[src/rtl/riscv_ctrl_pkg.sv]
// Shared definitions for the multi-cycle RV32 sequencer: opcodes, state
// encodings, ALU operation codes, trap causes and the EXEC-phase decode.
package riscv_ctrl_pkg;

  localparam int unsigned OPC_W      = 7;
  localparam int unsigned ALU_OP_W   = 4;
  localparam int unsigned STATE_W    = 3;
  localparam int unsigned CAUSE_W    = 2;

  // Opcodes the sequencer understands; anything else traps in DECODE.
  localparam logic [OPC_W-1:0] OPC_RTYPE  = 7'h33;
  localparam logic [OPC_W-1:0] OPC_ITYPE  = 7'h13;
  localparam logic [OPC_W-1:0] OPC_LOAD   = 7'h03;
  localparam logic [OPC_W-1:0] OPC_STORE  = 7'h23;
  localparam logic [OPC_W-1:0] OPC_BRANCH = 7'h63;

  localparam logic [ALU_OP_W-1:0] ALU_OP_ADD    = 4'd0;
  localparam logic [ALU_OP_W-1:0] ALU_OP_RTYPE  = 4'd2;
  localparam logic [ALU_OP_W-1:0] ALU_OP_BRANCH = 4'd7;

  typedef enum logic [STATE_W-1:0] {
    ST_IDLE   = 3'd0,
    ST_FETCH  = 3'd1,
    ST_DECODE = 3'd2,
    ST_EXEC   = 3'd3,
    ST_MEM    = 3'd4,
    ST_WB     = 3'd5,
    ST_TRAP   = 3'd6
  } ctrl_state_e;

  typedef enum logic [CAUSE_W-1:0] {
    CAUSE_NONE    = 2'd0,
    CAUSE_ILLEGAL = 2'd1,
    CAUSE_IMEM_TO = 2'd2,
    CAUSE_DMEM_TO = 2'd3
  } trap_cause_e;

  // Datapath steering held from EXEC through WB.
  typedef struct packed {
    logic                alu_src;
    logic [ALU_OP_W-1:0] alu_op;
    logic                mem_to_rgs;
  } exec_ctrl_t;

  function automatic logic opcode_legal(input logic [OPC_W-1:0] opc);
    return (opc == OPC_RTYPE) || (opc == OPC_ITYPE) || (opc == OPC_LOAD) ||
           (opc == OPC_STORE) || (opc == OPC_BRANCH);
  endfunction

  function automatic exec_ctrl_t exec_decode(input logic [OPC_W-1:0] opc);
    exec_ctrl_t c;
    c = '0;
    case (opc)
      OPC_RTYPE:  c.alu_op = ALU_OP_RTYPE;
      OPC_ITYPE:  begin c.alu_src = 1'b1; c.alu_op = ALU_OP_ADD; end
      OPC_LOAD:   begin c.alu_src = 1'b1; c.alu_op = ALU_OP_ADD; c.mem_to_rgs = 1'b1; end
      OPC_STORE:  begin c.alu_src = 1'b1; c.alu_op = ALU_OP_ADD; end
      OPC_BRANCH: c.alu_op = ALU_OP_BRANCH;
      default:    c = '0;
    endcase
    return c;
  endfunction

endpackage

[src/rtl/req_watchdog.sv]
// Wait-cycle counter shared by the instruction-fetch and data-access phases.
//  clk, reset  : clock, async active-high reset
//  clear       : zero the count (takes priority over count_en)
//  count_en    : a request is outstanding this cycle
//  expired_c   : this is the last permitted wait cycle (combinational)
module req_watchdog #(
  parameter int unsigned MEM_TIMEOUT = 16
) (
  input  logic clk,
  input  logic reset,
  input  logic clear,
  input  logic count_en,
  output logic expired_c
);

  localparam int unsigned CNT_W = $clog2(MEM_TIMEOUT + 1);
  localparam logic [CNT_W-1:0] LAST = CNT_W'(MEM_TIMEOUT - 1);

  logic [CNT_W-1:0] count;

  // Count request cycles; saturate on the final cycle so it cannot wrap.
  always_ff @(posedge clk or posedge reset) begin
    if (reset) begin
      count <= '0;
    end else if (clear) begin
      count <= '0;
    end else if (count_en && (count != LAST)) begin
      count <= count + CNT_W'(1);
    end
  end

  assign expired_c = count_en && (count == LAST);

endmodule

[src/rtl/multicycle_ctrl.sv]
// Multi-cycle sequencer for the RV32 core. Steps each instruction through
// FETCH/DECODE/EXEC/MEM/WB, gating IR load, PC update, register write and
// memory requests, and traps on illegal opcodes or memory timeouts.
//  clk, reset        : clock, async active-high reset
//  run               : keep fetching; 0 parks in IDLE after the current instruction
//  imem_req/ack      : instruction fetch handshake, instr valid with imem_ack
//  dmem_req/we/ack   : data access handshake, we=1 for store
//  alu_zero          : branch condition from the ALU
//  ir_en, pc_en      : IR load / PC commit strobes (same cycle as the handshake/retire)
//  pc_sel            : 1 = jump target, 0 = pc+1
//  alu_src, alu_op   : operand select and ALU function, held EXEC..WB
//  mem_to_rgs, reg_wr: writeback source and register write strobe
//  state             : current FSM state
//  trap, trap_cause  : sticky trap flag and reason
//  cycle_cnt, instret: active-cycle and retired-instruction counters
module multicycle_ctrl
  import riscv_ctrl_pkg::*;
#(
  parameter int unsigned XLEN        = 32,
  parameter int unsigned MEM_TIMEOUT = 16
) (
  input  logic            clk,
  input  logic            reset,
  input  logic            run,
  output logic            imem_req,
  input  logic            imem_ack,
  input  logic [XLEN-1:0] instr,
  output logic            dmem_req,
  output logic            dmem_we,
  input  logic            dmem_ack,
  input  logic            alu_zero,
  output logic            ir_en,
  output logic            pc_en,
  output logic            pc_sel,
  output logic            alu_src,
  output logic [3:0]      alu_op,
  output logic            mem_to_rgs,
  output logic            reg_wr,
  output logic [2:0]      state,
  output logic            trap,
  output logic [1:0]      trap_cause,
  output logic [XLEN-1:0] cycle_cnt,
  output logic [XLEN-1:0] instret
);

  ctrl_state_e      cur_state;
  ctrl_state_e      nxt_state;
  trap_cause_e      cause_q;
  trap_cause_e      nxt_cause;
  logic [OPC_W-1:0] opcode_q;
  exec_ctrl_t       nxt_exec;

  logic fetch_ack_c;
  logic mem_ack_c;
  logic waiting_c;
  logic retire_c;
  logic wd_expired_c;
  logic is_load_c;
  logic is_store_c;
  logic is_branch_c;
  logic unused_instr_bits;

  // Only the opcode field is needed here; the datapath consumes the rest.
  assign unused_instr_bits = ^instr[XLEN-1:OPC_W];

  assign is_load_c   = (opcode_q == OPC_LOAD);
  assign is_store_c  = (opcode_q == OPC_STORE);
  assign is_branch_c = (opcode_q == OPC_BRANCH);

  // Acks only count while the matching request is outstanding.
  assign fetch_ack_c = (cur_state == ST_FETCH) && imem_ack;
  assign mem_ack_c   = (cur_state == ST_MEM) && dmem_ack;
  assign waiting_c   = (cur_state == ST_FETCH) || (cur_state == ST_MEM);

  // Retirement: WB, a branch in EXEC, or a store completing in MEM.
  assign retire_c = (cur_state == ST_WB) ||
                    ((cur_state == ST_EXEC) && is_branch_c) ||
                    (mem_ack_c && is_store_c);

  // Handshake-coincident strobes must land in the ack/retire cycle itself.
  assign ir_en  = fetch_ack_c;
  assign pc_en  = retire_c;
  assign pc_sel = (cur_state == ST_EXEC) && is_branch_c && alu_zero;

  assign state      = cur_state;
  assign trap_cause = cause_q;

  // Cleared outside the wait states and on a completed handshake, so each
  // entry to FETCH or MEM starts from zero (store ack -> FETCH included).
  req_watchdog #(
    .MEM_TIMEOUT(MEM_TIMEOUT)
  ) u_watchdog (
    .clk      (clk),
    .reset    (reset),
    .clear    (!waiting_c || fetch_ack_c || mem_ack_c),
    .count_en (waiting_c),
    .expired_c(wd_expired_c)
  );

  // Next-state and trap-cause selection.
  always_comb begin
    nxt_state = cur_state;
    nxt_cause = cause_q;
    nxt_exec  = '0;
    case (cur_state)
      ST_IDLE: begin
        if (run) nxt_state = ST_FETCH;
      end
      ST_FETCH: begin
        if (imem_ack) begin
          nxt_state = ST_DECODE;
        end else if (wd_expired_c) begin
          nxt_state = ST_TRAP;
          nxt_cause = CAUSE_IMEM_TO;
        end
      end
      ST_DECODE: begin
        if (opcode_legal(opcode_q)) begin
          nxt_state = ST_EXEC;
        end else begin
          nxt_state = ST_TRAP;
          nxt_cause = CAUSE_ILLEGAL;
        end
      end
      ST_EXEC: begin
        if (is_load_c || is_store_c) nxt_state = ST_MEM;
        else if (is_branch_c)        nxt_state = run ? ST_FETCH : ST_IDLE;
        else                         nxt_state = ST_WB;
      end
      ST_MEM: begin
        if (dmem_ack) begin
          if (is_load_c) nxt_state = ST_WB;
          else           nxt_state = run ? ST_FETCH : ST_IDLE;
        end else if (wd_expired_c) begin
          nxt_state = ST_TRAP;
          nxt_cause = CAUSE_DMEM_TO;
        end
      end
      ST_WB: begin
        nxt_state = run ? ST_FETCH : ST_IDLE;
      end
      ST_TRAP: begin
        nxt_state = ST_TRAP;
      end
      default: begin
        nxt_state = ST_IDLE;
      end
    endcase
    if ((nxt_state == ST_EXEC) || (nxt_state == ST_MEM) || (nxt_state == ST_WB))
      nxt_exec = exec_decode(opcode_q);
  end

  // State, opcode latch, registered outputs and counters.
  always_ff @(posedge clk or posedge reset) begin
    if (reset) begin
      cur_state  <= ST_IDLE;
      cause_q    <= CAUSE_NONE;
      opcode_q   <= '0;
      imem_req   <= 1'b0;
      dmem_req   <= 1'b0;
      dmem_we    <= 1'b0;
      alu_src    <= 1'b0;
      alu_op     <= '0;
      mem_to_rgs <= 1'b0;
      reg_wr     <= 1'b0;
      trap       <= 1'b0;
      cycle_cnt  <= '0;
      instret    <= '0;
    end else begin
      cur_state  <= nxt_state;
      cause_q    <= nxt_cause;
      if (fetch_ack_c) opcode_q <= instr[OPC_W-1:0];
      imem_req   <= (nxt_state == ST_FETCH);
      dmem_req   <= (nxt_state == ST_MEM);
      dmem_we    <= (nxt_state == ST_MEM) && is_store_c;
      alu_src    <= nxt_exec.alu_src;
      alu_op     <= nxt_exec.alu_op;
      mem_to_rgs <= nxt_exec.mem_to_rgs;
      reg_wr     <= (nxt_state == ST_WB);
      trap       <= (nxt_state == ST_TRAP);
      if ((cur_state != ST_IDLE) && (cur_state != ST_TRAP))
        cycle_cnt <= cycle_cnt + XLEN'(1);
      if (retire_c)
        instret <= instret + XLEN'(1);
    end
  end

endmodule

[config.mk]
export PLATFORM = sky130hd
export DESIGN_NAME = multicycle_ctrl
export DESIGN_NICKNAME = d
export VERILOG_FILES = /design/src/rtl/riscv_ctrl_pkg.sv /design/src/rtl/req_watchdog.sv /design/src/rtl/multicycle_ctrl.sv
export SDC_FILE = /design/constraint.sdc
export NUM_CORES = 1
export LEC_CHECK = 0
export CAP_MARGIN = 10
export CORE_ASPECT_RATIO = 0.5
export CORE_MARGIN = 3
export CORE_UTILIZATION = 30
export DETAILED_ROUTE_END_ITERATION = 8
export SYNTH_ARGS = -nofsm -noshare
export SYNTH_HDL_FRONTEND = slang
export SYNTH_SLANG_ARGS = --single-unit
[constraint.sdc]
create_clock -name clk -period 4.7 [get_ports clk]
set_input_delay 1.41 -clock clk [delete_from_list [all_inputs] [get_ports clk]]
set_output_delay 1.41 -clock clk [all_outputs]
set_load 0.05 [all_outputs]
# --- Yosys cells after proc, flatten, opt, wreduce, memory -nomap -nowiden ---
# Index checks and enable logic that the tools add are counted.
word_totals:
  ff_bits: 92
  input_bits: 38
  out_inout_bits: 83
op_classes:
  add_sub_neg: 3
  eq_ne: 24
  mux: 22
  reduce_logical: 28
op_table:
  columns: ["op", "count"]
  rows:
  - ["$add A32 B1 Y32 const B", 2]
  - ["$mux W3", 8]
  - ["$pmux W3 S7", 1]
  - ["$eq A3 B3 Y1 const B", 6]
  - ["$eq A7 B6 Y1 const B", 2]
  - ["$logic_or A1 B1 Y1", 12]
  - ["$mux W2", 5]
  - ["$mux W5", 2]
  - ["$eq A3 B2 Y1 const B", 3]
  - ["$logic_and A1 B1 Y1", 9]
  - ["$eq A7 B2 Y1 const B", 1]
  - ["$eq A7 B5 Y1 const B", 1]
  - ["$eq A7 B7 Y1 const B", 1]
  - ["$eq A3 B1 Y1 const B", 2]
  - ["$mux W6", 1]
  - ["$ne A2 B2 Y1 const B", 3]
  - ["$pmux W2 S3", 1]
  - ["$pmux W3 S2", 1]
  - ["$reduce_and A6 Y1", 1]
  - ["$reduce_bool A3 Y1", 2]
  - ["$add A5 B1 Y5 const B", 1]
  - ["$eq A5 B4 Y1 const B", 1]
  - ["$ne A5 B4 Y1 const B", 1]
  - ["$ne A2 B1 Y1 const B", 2]
  - ["other kinds (6)", 8]

# --- Longest topological paths before layout ---
# Gate-level depths: netlist of run 1.
logic_depth:
  word_depth: 11
  ltp_mapped: 8
  mapped_depth_nobuf: 8

# --- Cells and area by module ---
# Synthesis of run 1 repeated with hierarchy kept, for this count alone.
unflattened:
  cells_unflattened: 388
  hier_area_um2: 4290.4
by_module_without_submodules:
  columns: ["mod", "instances", "cells_per_inst", "area_each_um2", "seq_area_each_um2"]
  rows:
  - ["multicycle_ctrl", 1, 363, 4011.3, 2127.0]
  - ["req_watchdog", 1, 25, 279.0, 125.1]

# --- Worst setup path before layout of run 1 ---
# Ideal clock, no wire load.
synth_path:
  kind: "input to output"
  start: "input port dmem_ack"
  end: "output port pc_en"
  arrival_ps: 2334
  required_time_ps: 3290
  setup_slack_ps: 956
  stages: 3
  path_cell_list: "nor2b_1 > o21ai_2 > a21oi_2"
synth_between:
  elab_chain_cells: 3
synth_rtl:
  columns: ["item", "line_no", "text"]
  rows:
  - ["start: declaration", "multicycle_ctrl.sv:30", "input logic dmem_ack,"]
  - ["$logic_and A1 B1 Y1", "multicycle_ctrl.sv:72", "assign mem_ack_c = (cur_state == ST_MEM) && dmem_ack;"]
  - ["$logic_and A1 B1 Y1", "multicycle_ctrl.sv:78", "(mem_ack_c && is_store_c);"]
  - ["$logic_or A1 B1 Y1", "multicycle_ctrl.sv:77", "((cur_state == ST_EXEC) && is_branch_c) ||"]
  - ["end: declaration", "multicycle_ctrl.sv:33", "output logic pc_en,"]
# No other way between the ends.

# --- Worst setup path in the final report of run 1 ---
# Same ends and word-level chain as after synthesis.

==> out/results.ini, run 1 <==
[synthesis]
synthCells=389
ys_top_cells_by_area=dfrtp_1 53%, xnor2_1 10%, nand2_1 4.3%
ys_seq_area_share_pct=52.62
synth_area_um2=4280
synth-seq-cells=90
ys.flop_type=dfrtp_1
yosys.cell_count.top_type=dfrtp_1
yosys_warnings=0
netlist.area_leader.share_pct=52.62
syn_area_per_cell_um2=11.00
async_flop_share_pct=100.0
synth_edf_count=0
syn_nets=431
ys_top_cells_by_count=90 x dfrtp_1, 49 x nand2_1, 49 x xnor2_1
synth_cell_types=54
synth_top_area_cell=dfrtp_1

[route]
wire_per_inst_um=14.12
drt_iter0_markers=152
vias=3172
drtPass1Iterations=4
antenna_left=0
routed_wl_um=9685
routed_via_density=4.624
route.detailed.drc=0

[setup_path]
critPathKind=input port to primary output
end_kind=primary output
cp.arrival_ns=2.89
reg2reg_depth=5
setup.worst_path.start_class=input port
required_ns=3.29
path_max_fanout=6

[timing]
min_period_over_period_pct=91.49
setup-tns-final_ns=0
slew-limit-headroom_pct=49.22
skew_ns=0.008120
finalHoldViolCount=0
slew_violations=0
setup_ws_ns=0.4001
post-route-min-period_ns=4.300
setup_viol=0
max_freq_mhz=232.6
rsz0062_at_grt=false
worst_slew_pin_slew_ns=0.7617

[hold_path]
min_path_type=flop to flop
hold_depth=1

[global_route]
grt_busiest_layer=met2
met1_usage_pct=17.39
overflow=0
antenna_found_initial=0
grt_start_max_net_pins=44
grtUsageMet2_pct=19.68
first_global_vias=3129
track_usage_pct=12.57
grt_pass1_wl_um=16220
gr-usage-met3_pct=3.149

[clock_network]
cts_tree=done
clock_latency_ns=0.34
hold_buffers=0
post-cts-setup-buffers=0
root_buffer=clkbuf_16
clk_path_buf_depth=2
cts.sinks=90
numCtsBuffers=9
cts_resized=0
htreeDepth=3
clk_pin_slew_worst_paths_ns=0.06

[placed_design]
io_buffers=94
hpwlAfterDp_um=7101
pre_cts_ws_ns=0.4077
gp_congestion=0.7646

[power]
clockPowerShare_pct=25.9
p_int_uw=1578
power_frac_seq_pct=39.7
peakVddDrop_uv=178.8
combPwrFrac_pct=34.3
leakage_uw=0.002442
p_per_area_nw_per_um2=456.3
swShare_pct=39.57
p_sw_uw=1034

[cells_and_area]
fillers=1349
drive_gt1_share_pct=8.097
area_growth_pct=33.73
n_antenna_cell=0
nets=531

[floorplan]
start_util_pct=31.16
io-pin-count=121
die_w_um=174.9
die_h_um=90.47
rows=30
die-area_um2=15820
core_um2=13740

[job]
max_cap_viol_count=0

[status]
outcome=finished, final reports clean

-- through the flow --
| step | hold slack [ns] | area, µm² | std cells | power (µW) | util, % |
|---|---|---|---|---|---|
| floorplan | 0.4523 | 4280 | 389 | 1690 | - |
| global placement | 0.4651 | 5441 | 670 | 1950 | 39.61 |
| detailed placement | 0.4682 | 5441 | 670 | 1958 | 39.61 |
| CTS | 0.4766 | 5724 | 686 | 2653 | 41.67 |
| global route | 0.4892 | 5724 | 686 | 2768 | 41.67 |
| finish | 0.4697 | 5724 | 686 | 2612 | 41.67 |
-- critical path, stage by stage --
cell             delay [ns]
clkdlybuf4s50_1        0.53
nor2b_1                0.18
o21ai_2                0.16
a21oi_2                0.41
buf_12                 0.19
-- layer usage --
layer / routed length, µm / vias to the layer above
met1: 4644 / 1556
met2: 4580 / 58
met3: 357 / 9
li1: - / 1549
met5: 0 / -
met4: 104 / 0
-- layout by cell type (no fill, tap or decap), types with 2 or more instances in the layout --
cell type	synthesis	layout
and3b_1	2	2
a21oi_2	3	3
nor3b_1	3	3
buf_4	4	4
nand3_1	21	21
inv_1	9	8
ha_1	4	4
a211oi_1	4	4
mux2_2	2	2
clkinvlp_4	0	3
nor2b_1	6	6
a2111oi_4	2	2
and3_1	15	15
nand2_1	49	49
dfrtp_1	90	90
clkdlybuf4s50_1	0	92
o21ai_0	4	4
nor2_1	22	22
and2b_1	2	2
nand4_1	22	22
o21ai_2	2	2
xnor2_1	49	49
a31oi_1	2	2
and4_1	11	11
nor4_1	2	2
clkbuf_16	0	9
clkinv_4	0	2
and2_1	3	3
a21oi_1	6	6
nand2b_1	2	2
xor2_1	20	20
-- state kept, by name (all words and copies together) (netlist names) --
name	count
dmem_req	1
u_watchdog.count	5
cycle_cnt	32
mem_to_rgs	1
trap_cause	2
instret	32
alu_src	1
imem_req	1
dmem_we	1
trap	1
state	3
opcode_q	7
alu_op	2
reg_wr	1
-- area by class of cell --
type | instances | area [µm²] | share of cell area (%)
clock inverter | 5 | 40.04 | 0.6995
multi-input combinational | 281 | 1939 | 33.88
timing repair buffer | 97 | 970.9 | 16.96
sequential | 90 | 2252 | 39.34
tap | 192 | 240.2 | 4.197
inverter | 10 | 38.79 | 0.6776
clock buffer | 11 | 242.7 | 4.240
-- worst paths after layout --
| kind | endpoint | slack (ns) | from |
|---|---|---|---|
| setup / recovery | pc_en | 0.40 | dmem_ack |
| hold / removal | instret[31] | 0.47 | instret[31] |
| setup reg to reg | instret[21] | 2.33 | state[0] |
| hold reg to reg | instret[31] | 0.47 | instret[31] |
| max in group asynchronous | cycle_cnt[16] | 2.43 | reset |
| min in group asynchronous | instret[21] | 1.52 | reset |
-- power groups by stage --
stage          registers [µW]  logic, µW  clock network (µW)
2_1_floorplan            1220        468                   0
3_3_place_gp             1050        900                   0
3_5_place_dp             1050        906                   0
4_1_cts                  1040        910                 705
5_1_grt                  1060        972                 733
6_report                 1040        897                 677
-- cells by family after synthesis --
kind of cell | synth area share [%]
simple gates | 21.69
buf+inv | 2.075
flops | 52.62
other cells | 0.08761
xor+xnor | 14.12
mux | 0.7600
fa+ha+maj | 1.169
compound gates | 7.484
Power figures use the tool's default switching activity.
==> run 2: changes to the inputs <==
CAP_MARGIN = unset   (was 10)
CTS_CLUSTER_DIAMETER = 50   (was unset)
SKIP_LAST_GASP = 1   (was unset)
==> results of run 2 <==
Same layout as run 1: the final DEF is identical, and so are final timing and power.
